## config.mk

```make
export PLATFORM = sky130hd
export DESIGN_NAME = song_sequencer
export DESIGN_NICKNAME = d
export VERILOG_FILES = /design/src/rtl/song_sequencer_pkg.sv /design/src/rtl/seq_voice.sv /design/src/rtl/song_sequencer.sv
export SDC_FILE = /design/constraint.sdc
export NUM_CORES = 1
export LEC_CHECK = 0
export CORE_MARGIN = 2
export CORE_UTILIZATION = 53
export CTS_BUF_LIST = sky130_fd_sc_hd__clkbuf_4
export CTS_CLUSTER_DIAMETER = 100
export DETAILED_ROUTE_END_ITERATION = 8
export GPL_TIMING_DRIVEN = 0
export PLACE_DENSITY = 0.78
export RECOVER_POWER = 25
export SLEW_MARGIN = 5
export SYNTH_ARGS = -nofsm -noshare
export SYNTH_HDL_FRONTEND = slang
export SYNTH_SLANG_ARGS = --single-unit
```

## constraint.sdc

```tcl
create_clock -name clk -period 3.8 [get_ports clk]
set_clock_uncertainty 0.1 [all_clocks]
set_input_delay 0.38 -clock clk [delete_from_list [all_inputs] [get_ports clk]]
set_output_delay 0.38 -clock clk [all_outputs]
set_load 0.05 [all_outputs]
```

## src/rtl/song_sequencer_pkg.sv

```systemverilog
// Shared encodings for the song sequencer: word layout, play modes and the
// gate-length rule used by every voice timer.
package song_sequencer_pkg;

  localparam int MODE_W    = 2;
  localparam int TONE_W    = 6;
  localparam int DUR_W     = 4;
  localparam int VOICE_LSB = 4;

  localparam logic [MODE_W-1:0] MODE_NORMAL   = 2'b00;
  localparam logic [MODE_W-1:0] MODE_STACCATO = 2'b01;
  localparam logic [MODE_W-1:0] MODE_SLURRED  = 2'b10;
  localparam logic [MODE_W-1:0] MODE_BPM_COMM = 2'b11;

  localparam logic [7:0] END_TEMPO = 8'h00;

  // [15:14] mode, [13:8] tone, [7:0] voice/duration or tempo
  typedef struct packed {
    logic [MODE_W-1:0] mode;
    logic [TONE_W-1:0] tone;
    logic [7:0]        low;
  } song_word_t;

  function automatic logic is_end_word(input song_word_t w);
    return (w.mode == MODE_BPM_COMM) && (w.low == END_TEMPO);
  endfunction

  // ceil(D/2) written as D - floor(D/2) to stay within DUR_W bits
  function automatic logic [DUR_W-1:0] gate_len(input logic [MODE_W-1:0] mode,
                                                input logic [DUR_W-1:0]  dur);
    case (mode)
      MODE_NORMAL:   gate_len = (dur > 4'd1) ? dur - 4'd1 : 4'd1;
      MODE_STACCATO: gate_len = dur - (dur >> 1);
      default:       gate_len = dur;
    endcase
  endfunction

endpackage

```

## src/rtl/seq_voice.sv

```systemverilog
// One voice timer: gate phase then optional gap phase, both counted in ticks
// and frozen while playback is paused.
//   state    | meaning
//   ST_IDLE  | free, can accept a note
//   ST_GATE  | sounding, cnt = gate ticks left
//   ST_GAP   | silent remainder of the note, cnt = gap ticks left
module seq_voice
  import song_sequencer_pkg::*;
(
  input  logic              clk,
  input  logic              rst,
  input  logic              clear,
  input  logic              load,
  input  logic [MODE_W-1:0] load_mode,
  input  logic [TONE_W-1:0] load_tone,
  input  logic [DUR_W-1:0]  load_dur,
  input  logic              tick,
  input  logic              playing,
  output logic              busy,
  output logic              gate,
  output logic [TONE_W-1:0] tone
);

  localparam logic [1:0] ST_IDLE = 2'd0;
  localparam logic [1:0] ST_GATE = 2'd1;
  localparam logic [1:0] ST_GAP  = 2'd2;

  logic [1:0]       state;
  logic [DUR_W-1:0] cnt;
  logic [DUR_W-1:0] gap_len;
  logic [DUR_W-1:0] g_len;

  assign g_len = gate_len(load_mode, load_dur);

  always_ff @(posedge clk or negedge rst) begin
    if (!rst) begin
      state   <= ST_IDLE;
      cnt     <= '0;
      gap_len <= '0;
      tone    <= '0;
    end else if (clear) begin
      state   <= ST_IDLE;
      cnt     <= '0;
      gap_len <= '0;
    end else if (load) begin
      state   <= ST_GATE;
      cnt     <= g_len;
      gap_len <= load_dur - g_len;
      tone    <= load_tone;
    end else if (tick && playing) begin
      case (state)
        ST_GATE: begin
          if (cnt == DUR_W'(1)) begin
            if (gap_len == '0) begin
              state <= ST_IDLE;
            end else begin
              state <= ST_GAP;
              cnt   <= gap_len;
            end
          end else begin
            cnt <= cnt - 1'b1;
          end
        end
        ST_GAP: begin
          if (cnt == DUR_W'(1)) state <= ST_IDLE;
          else                  cnt   <= cnt - 1'b1;
        end
        ST_IDLE: ;
        default: state <= ST_IDLE;
      endcase
    end
  end

  assign busy = (state != ST_IDLE);
  assign gate = (state == ST_GATE) && playing;

endmodule

```

## src/rtl/song_sequencer.sv

```systemverilog
// Song sequencer: prefetches song words into a small FIFO, dispatches notes
// to voice timers in order, and handles tempo, end-of-song and restart.
module song_sequencer
  import song_sequencer_pkg::*;
#(
  parameter int CHANNELS    = 2,
  parameter int DEPTH       = 4,
  parameter int ADDR_W      = 23,
  parameter int DEFAULT_BPM = 80
) (
  input  logic                    clk,
  input  logic                    rst,
  input  logic                    tick,
  input  logic                    play_btn,
  input  logic                    restart,
  output logic                    mem_req,
  output logic [ADDR_W-1:0]       mem_addr,
  input  logic                    mem_ack,
  input  logic [15:0]             mem_data,
  output logic                    playing,
  output logic [7:0]              bpm,
  output logic [6*CHANNELS-1:0]   ch_tone,
  output logic [CHANNELS-1:0]     ch_gate,
  output logic                    song_end
);

  localparam int         PTR_W   = $clog2(DEPTH);
  localparam int         VOICE_W = (CHANNELS > 1) ? $clog2(CHANNELS) : 1;
  localparam logic [7:0] BPM_RST = 8'(DEFAULT_BPM);

  logic [15:0]      fifo_mem [DEPTH];
  logic [PTR_W:0]   wr_ptr, rd_ptr, fifo_cnt;
  logic             fifo_full, fifo_empty;
  logic             push, pop, flush;
  song_word_t       head;

  logic             discard_q, end_buf, ack_ok, btn_q, btn_rise;
  logic             bpm_load, end_done;

  logic [CHANNELS-1:0] voice_busy, load_vec, sel_onehot;
  logic [VOICE_W-1:0]  voice_sel;
  logic                sel_hit, sel_busy;

  assign fifo_cnt   = wr_ptr - rd_ptr;
  assign fifo_full  = (fifo_cnt == (PTR_W+1)'(DEPTH));
  assign fifo_empty = (wr_ptr == rd_ptr);
  assign head       = fifo_mem[rd_ptr[PTR_W-1:0]];

  assign flush  = restart || end_done;
  assign ack_ok = mem_ack && mem_req;
  assign push   = ack_ok && !discard_q && !flush;

  always_ff @(posedge clk) begin
    if (push) fifo_mem[wr_ptr[PTR_W-1:0]] <= mem_data;
  end

  always_ff @(posedge clk or negedge rst) begin
    if (!rst) begin
      wr_ptr <= '0;
      rd_ptr <= '0;
    end else if (flush) begin
      wr_ptr <= '0;
      rd_ptr <= '0;
    end else begin
      if (push) wr_ptr <= wr_ptr + 1'b1;
      if (pop)  rd_ptr <= rd_ptr + 1'b1;
    end
  end

  // A request in flight across a flush stays up until acked, but its word is dropped.
  always_ff @(posedge clk or negedge rst) begin
    if (!rst) begin
      mem_req   <= 1'b0;
      mem_addr  <= '0;
      discard_q <= 1'b0;
      end_buf   <= 1'b0;
    end else if (flush) begin
      mem_addr  <= '0;
      end_buf   <= 1'b0;
      mem_req   <= mem_req && !mem_ack;
      discard_q <= mem_req && !mem_ack;
    end else if (ack_ok) begin
      mem_req   <= 1'b0;
      discard_q <= 1'b0;
      if (!discard_q) begin
        mem_addr <= mem_addr + 1'b1;
        if (is_end_word(song_word_t'(mem_data))) end_buf <= 1'b1;
      end
    end else if (!mem_req && !fifo_full && !end_buf) begin
      mem_req <= 1'b1;
    end
  end

  assign voice_sel = (CHANNELS > 1) ? head.low[VOICE_LSB +: VOICE_W] : '0;

  always_comb begin
    sel_hit    = 1'b0;
    sel_busy   = 1'b0;
    sel_onehot = '0;
    for (int i = 0; i < CHANNELS; i++) begin
      if (voice_sel == VOICE_W'(i)) begin
        sel_hit       = 1'b1;
        sel_busy      = voice_busy[i];
        sel_onehot[i] = 1'b1;
      end
    end
  end

  // Head-of-line dispatch; a busy target voice stalls everything behind it.
  always_comb begin
    pop      = 1'b0;
    load_vec = '0;
    bpm_load = 1'b0;
    end_done = 1'b0;
    if (playing && !fifo_empty && !restart) begin
      if (head.mode == MODE_BPM_COMM) begin
        if (head.low != END_TEMPO) begin
          pop      = 1'b1;
          bpm_load = 1'b1;
        end else if (voice_busy == '0) begin
          end_done = 1'b1;
        end
      end else if (head.low[DUR_W-1:0] == '0 || !sel_hit) begin
        pop = 1'b1;
      end else if (!sel_busy) begin
        pop      = 1'b1;
        load_vec = sel_onehot;
      end
    end
  end

  assign btn_rise = play_btn && !btn_q;

  always_ff @(posedge clk or negedge rst) begin
    if (!rst) begin
      btn_q    <= 1'b0;
      playing  <= 1'b0;
      bpm      <= BPM_RST;
      song_end <= 1'b0;
    end else begin
      btn_q    <= play_btn;
      song_end <= end_done;
      if (end_done)      playing <= 1'b0;
      else if (btn_rise) playing <= !playing;
      if (flush)         bpm <= BPM_RST;
      else if (bpm_load) bpm <= head.low;
    end
  end

  for (genvar i = 0; i < CHANNELS; i++) begin : g_voice
    seq_voice u_voice (
      .clk       (clk),
      .rst       (rst),
      .clear     (restart),
      .load      (load_vec[i]),
      .load_mode (head.mode),
      .load_tone (head.tone),
      .load_dur  (head.low[DUR_W-1:0]),
      .tick      (tick),
      .playing   (playing),
      .busy      (voice_busy[i]),
      .gate      (ch_gate[i]),
      .tone      (ch_tone[6*i +: 6])
    );
  end

endmodule
```

======== After elaboration in Yosys (flattened, before gate mapping) ========
Memory sizes are Yosys's and may differ from the RTL's.
Cells that the tools add are included.
cells by class
  $add $sub $neg .......................... 9
  $mul .................................... 0
  divide/modulo/power cells ............... 0
  $lt $le $gt $ge ......................... 1
  equality and inequality tests ........... 22
  shift operators ......................... 0
  muxes and demuxes ....................... 74
  bitwise logic cells ..................... 1
  reductions and logical operators ........ 56
operators with widths
  kind                   count
  $mux 23                3
  $mux 4                 17
  $mux 2                 16
  $mux 1                 27
  $pmux 4 s2             3
  $add 23x1->23 const B  1
  $reduce_bool 2->1      10
  $mux 8                 2
  $ne 4x3->1 const B     4
  $reduce_and 4->1       4
  $logic_and 1x1->1      13
  $logic_not 4->1        3
  $mux 3                 4
  $pmux 2 s3             2
  $sub 4x1->4 const B    3
  $logic_not 1->1        10
  $ne 5x5->1 const B     2
  $reduce_bool 3->1      3
  $eq 2x2->1 const B     4
  $eq 4x1->1 const B     2
  $logic_not 2->1        4
  $logic_not 8->1        1
  $ne 4x4->1 const B     2
  $reduce_bool 4->1      2
  other kinds (15)       21
storage, ports and cells
  register bits after elaboration ......... 75
  bits in latches ......................... 0
  bits in writable memories ............... 64
  memory bits (read-only) ................. 0
  logic and storage cells ................. 182
  memories ................................ 1
memory list
  name      depth  width  rd ports  clocked after Yosys merged registers in  write ports  RTL line              text
  fifo_mem  4      16     1         0                                        1            song_sequencer.sv:31  logic [15:0] fifo_mem [DEPTH];

======== Logic depth before layout (Yosys ltp) ========
  depth after elaboration ................. 11
  mapped depth ............................ 17
  gate-level depth less buffers ........... 15

======== Cells and area by module ========
A second synthesis with hierarchy kept.
second synthesis, totals
  cells, all modules ...................... 589
  area, all modules ....................... 7215.7 sq um
modules (own cells, without submodules)
  module                          instances  cells an instance  area each (sq um)  sequential area each (sq um)
  song_sequencer                  1          308                4533.1             3000.4
  seq_voice (g_voice[0].u_voice)  1          144                1370.1             400.4
  seq_voice (g_voice[1].u_voice)  1          137                1312.5             400.4

======== Worst setup path before layout ========
No wires, ideal clock.
  kind .................................... register -> register
  start point ............................. reg rd_ptr[0]
  end point ............................... reg g_voice[0].u_voice.gap_len[3]
  library setup time ...................... 0.094 ns
  arrival time ............................ 3.530 ns
  required time ........................... 3.606 ns
  path slack .............................. 0.076 ns
  stages on the path, launching flop included .. 16
  path buffers ............................ 2
  clock period less this slack ............ 3.724 ns
  path through ............................ dfrtp_1 -> buf_4 -> buf_2 -> mux4_2 -> inv_1 -> ha_1 -> nor3_1 -> a211oi_1 -> a21oi_1 -> inv_1 -> ha_1 -> a21o_1 -> a21oi_1 -> xnor2_1 -> xnor2_1 -> a211oi_1
on the way
  cells in the longest elaborated chain, start to end .. 7
  elaborated cells on any way between the ends .. 24
  those cells by class .................... add/sub (3); order compare (1); eq/ne (3); mux (10); reduce/logical (6); memory (1)
RTL lines
  element                                             RTL line                                         text
  start, declared                                     song_sequencer.sv:32                             logic [PTR_W:0] wr_ptr, rd_ptr, fifo_cnt;
  start signal, assigned                              song_sequencer.sv:66                             if (pop) rd_ptr <= rd_ptr + 1'b1;
  $mem_v2 4x16                                        n/a
  $sub 4x1->4, or another cell as far along           song_sequencer_pkg.sv:32                         MODE_NORMAL: gate_len = (dur > 4'd1) ? dur - 4'd1 : 4'd1;
  $mux 4 / $mux 2 (equally long branches)             song_sequencer_pkg.sv:32, song_sequencer.sv:125
  $pmux 4 s2 / $mux 2 (equally long branches)         song_sequencer_pkg.sv:31, song_sequencer.sv:123
  $sub 4x4->4 / $mux 2 (equally long branches)        seq_voice.sv:48, song_sequencer.sv:116
  $mux 4 / $mux 2 (equally long branches)             seq_voice.sv:45, song_sequencer.sv:115
  $mux 4 / $reduce_bool 2->1 (equally long branches)  n/a
  end signal, assigned                                seq_voice.sv:48                                  gap_len <= load_dur - g_len;
  end, declared                                       seq_voice.sv:30                                  logic [DUR_W-1:0] gap_len;
Several ways; a longest one is shown, not always the timed one. The select of a mux whose other input is x is not followed.
A chain may end at the register's enable or synchronous reset.

======== Worst setup path in the final report ========
  start point ............................. reg rd_ptr[0]
  end point ............................... reg g_voice[0].u_voice.gap_len[1]
Same word-level chain as after synthesis.

==> summary.txt <==
Power and ir drop
  – Switch share: a little under two fifths
  – Worst vdd rail ir drop: a little under 300 uV
  – Cell Int Power: 2.87 mW
  – Sequential share of power: 39.3%
  – Tot Pwr: approximately 4.6 mW
  – Clk pwr share: a little over a fifth
  – Comb pwr share: 39.9%
  – PD cells: approximately 570 mW/mm2
  – Static Leak: about 3.2 nW
  – Switch Pwr: approximately 1.7 mW

Global routing
  – Initial antenna violation count: 0
  – All-Layer GR Usage: approximately 22%
  – Global-route layer with the greatest usage: met2
  – Met3 Usage GRT: under 10%
  – GRT met2 Usage: a little over a third
  – First-pass GRT wire length: 22.1 mm
  – Largest net degree at the start of global routing: 49
  – Met1 Use GR: ~29%
  – Remaining Overflow, GRT: 0
  – Number of global-route vias before repair: around 4400

Floorplan
  – Initial Util: between 50% and 60%
  – Core ar.: 0.0121 mm2
  – Die Footprint: roughly 0.013 mm2
  – Rows: 40
  – Die width: 116 um
  – Die Span Y: between 100 and 150 um
  – # IOs: 70

Timing
  – Worst hold margin: just over 300 ps
  – Slew headroom: -14.5%
  – Final Max Tran Viols: 28
  – Setup-failing EPs final: 0
  – Final setup margin: roughly 89 ps
  – Final Critical Period: ~3700 ps
  – Total negative slack: 0 ps
  – Period utilization: between 90% and 100%
  – Least-Margin Pin Slew: roughly 1700 ps
  – RSZ-0062 raised after global routing: true
  – Final hold viol count: 0
  – Fmax: approximately 270 MHz

Worst setup path
  – FF-to-FF End: g_voice[0].u_voice.gap_len[1]
  – CP startpoint: rd_ptr[0]
  – FF-to-FF path depth: 14
  – R2r setup slk: about 90 ps
  – Startpoint Class: flop
  – CP Class: flop to flop
  – Crit-path max FO: 10
  – Worst setup EP type: flop
  – Worst Path Required: 4190 ps
  – Data arrival, critical path: about 4100 ps
  – Worst r2r src: rd_ptr[0]
  – Crit path to: g_voice[0].u_voice.gap_len[1]

Clocking
  – CTS H-tree lvls: 4
  – Clk buf depth: 2
  – Clock root cell: clkbuf_4
  – Worst-Skew Late Latency: roughly 560 ps
  – CTS buffer count: 17
  – Reg clk slew, reported paths: 130 ps
  – TritonCTS clock tree: done
  – # clock sinks: 139

Layout
  – Layout cells sized above 1: 16.6%
  – Number of antenna diodes: 0
  – Area grow syn2layout: 22.3%
  – Layout Nets: a little over 700
  – Cell area after layout: just over 0.008 mm2
  – Fin util: approximately two thirds
  – Non-Filler Instances: between 800 and 900

Synthesis
  – Synth top cells by count: dfrtp_1, edfxtp_1, nand2_1
  – Share of synthesized registers carrying an async set or reset: 54.0%
  – Cell taking the most area after synthesis: edfxtp_1
  – Dominant cells by area after synthesis: edfxtp_1, dfrtp_1, ha_1, mux4_2, nand2_1
  – Syn avg cell area: between 10 and 15 um2
  – Syn_nets: a little under 600
  – Synth Cell Area: about 0.0066 mm2
  – Yosys top cell area share: between 20% and 30%
  – Ys Warns: 0
  – Post-synth EDFFs: 64
  – Seq/Total Area, Yosys: a little under three fifths
  – Syn Inst Count: between 500 and 600
  – Post-synth top flop: dfrtp_1
  – Count of cell types in the netlist: between 50 and 60
  – Seq cells post-synth: between 100 and 150
  – Cell with the most instances after synthesis: dfrtp_1

Outcome
  – Failing checks: max-capacitance violations, max-slew violations
  – Outcome: finished with violations

Detailed routing
  – Routed wire per std cell: approximately 17 um
  – DRC Markers: 0
  – Routed wire length: approximately 14 mm
  – Vias/cell: ~5.4
  – DRT Pass-1 Iters: 5
  – Number of DRC markers in iteration 0: ~340
  – Antenna viol nets, final: 0
  – DR vias: about 4500

Place
  – Placement Cell Area: 0.00755 mm2
  – Post-DP HPWL: about 9.5 mm
  – Placer Congestion: roughly 0.83
  – Cells after DPL: 780
  – Number of port buffers: 69
  – Worst slack, placed: -807 ps

Hold path
  – Hold Crit Class: primary input to flop
  – Hold_sp: play_btn

Run
  – Max-cap check violation count: 1
==> sequential cells by signal (all words and copies together) (netlist names) <==
signal                   count
fifo_mem                    64
mem_addr                    23
g_voice.u_voice.tone        12
bpm                          8
g_voice.u_voice.cnt          8
g_voice.u_voice.gap_len      8
g_voice.u_voice.state        4
rd_ptr                       3
wr_ptr                       3
btn_q                        1
discard_q                    1
end_buf                      1
mem_req                      1
playing                      1
song_end                     1
==> power groups by stage <==
stage                     registers, mW  logic [mW]  clock network (mW)
after global placement             1.83        1.54                   0
after floorplan                    2.07       0.898                   0
after CTS                          1.81        1.68               0.972
after global routing               1.82        2.00                1.04
after detailed placement           1.84        1.59                   0
final                              1.81        1.84               0.956
==> cells in the final DEF, fill, tap and decap left out, types with 4 or more instances in the layout <==
cell type,n
dfrtp_1,73
edfxtp_1,64
nand2_1,57
nor2_1,53
clkdlybuf4s50_1,51
ha_1,29
inv_1,27
buf_4,21
mux2i_1,18
dlygate4sd3_1,18
xor2_1,17
clkbuf_4,17
a21oi_1,16
mux4_2,15
o21ai_0,14
xnor2_1,12
clkbuf_1,10
nor3_1,10
or3_1,9
nand3_1,8
inv_6,8
o21a_1,7
mux2_2,6
nand2b_1,5
nand4_1,5
and3_1,5
a211oi_1,5
buf_12,4
o221ai_1,4
a22o_1,4
==> how the worst min path moves through the flow <==
stage                            endpoint  slack, ps  cells after the start
4_1_cts                             btn_q        150                      1
3_5_place_dp                  mem_addr[0]        240                      1
6_report                            btn_q        300                      1
3_3_place_gp   g_voice[0].u_voice.tone[3]        370                      2
2_1_floorplan                      bpm[0]        -20                      0
5_1_grt                             btn_q        270                      1
==> worst max-delay path: stages, from the launching register on <==
cell and delay, ps:
dfrtp_1 440, buf_12 150, buf_12 140, mux4_2 400
buf_12 120, clkinvlp_4 110, ha_1 230, o21a_1 210
or2_2 320, o22ai_2 120, o21ai_2 90, ha_1 210
fa_1 450, or3_1 400, a21oi_2 130
==> layer usage <==
layer  vias up  share of wire (%)  wire, um
li1       2148                  -         -
met1      2228                 44      5990
met5         -                  0         0
met4         0                1.6       220
met2        96                 51      6970
met3        19                4.0       556
==> kinds of logic (layout without fill, tap and decap cells) <==
logic type,Yosys count,count (layout),share of synthesized area (%)
and+or+nand+nor,180,180,12.8
DFF,139,139,57.5
AOI/OAI and AO/OA,69,69,6.88
buffers and inverters,52,174,3.58
muxes,40,40,9.03
adders and majority gates,32,32,6.29
xor gates and xnor gates,29,29,3.84
==> layout make-up <==
cell class | instances | area (um2)
timing repair buffer | 90 | 897
tap | 168 | 210
fill | 934 | 4030
clock buffer | 17 | 128
clock inverter | 15 | 153
buffer | 23 | 163
multi-input combinational | 350 | 2620
sequential | 139 | 3800
inverter | 29 | 113
==> what timing repair did <==
action                                  in CTS  in global routing
setup buffers                                6                 12
hold buffers                                 1                  0
pin swaps                                    1                  5
resized for setup                           13                 15
hold endpoints to repair                    66                  0
endpoints found under the setup margin      77                 33
(Power assumes the default switching activity.)
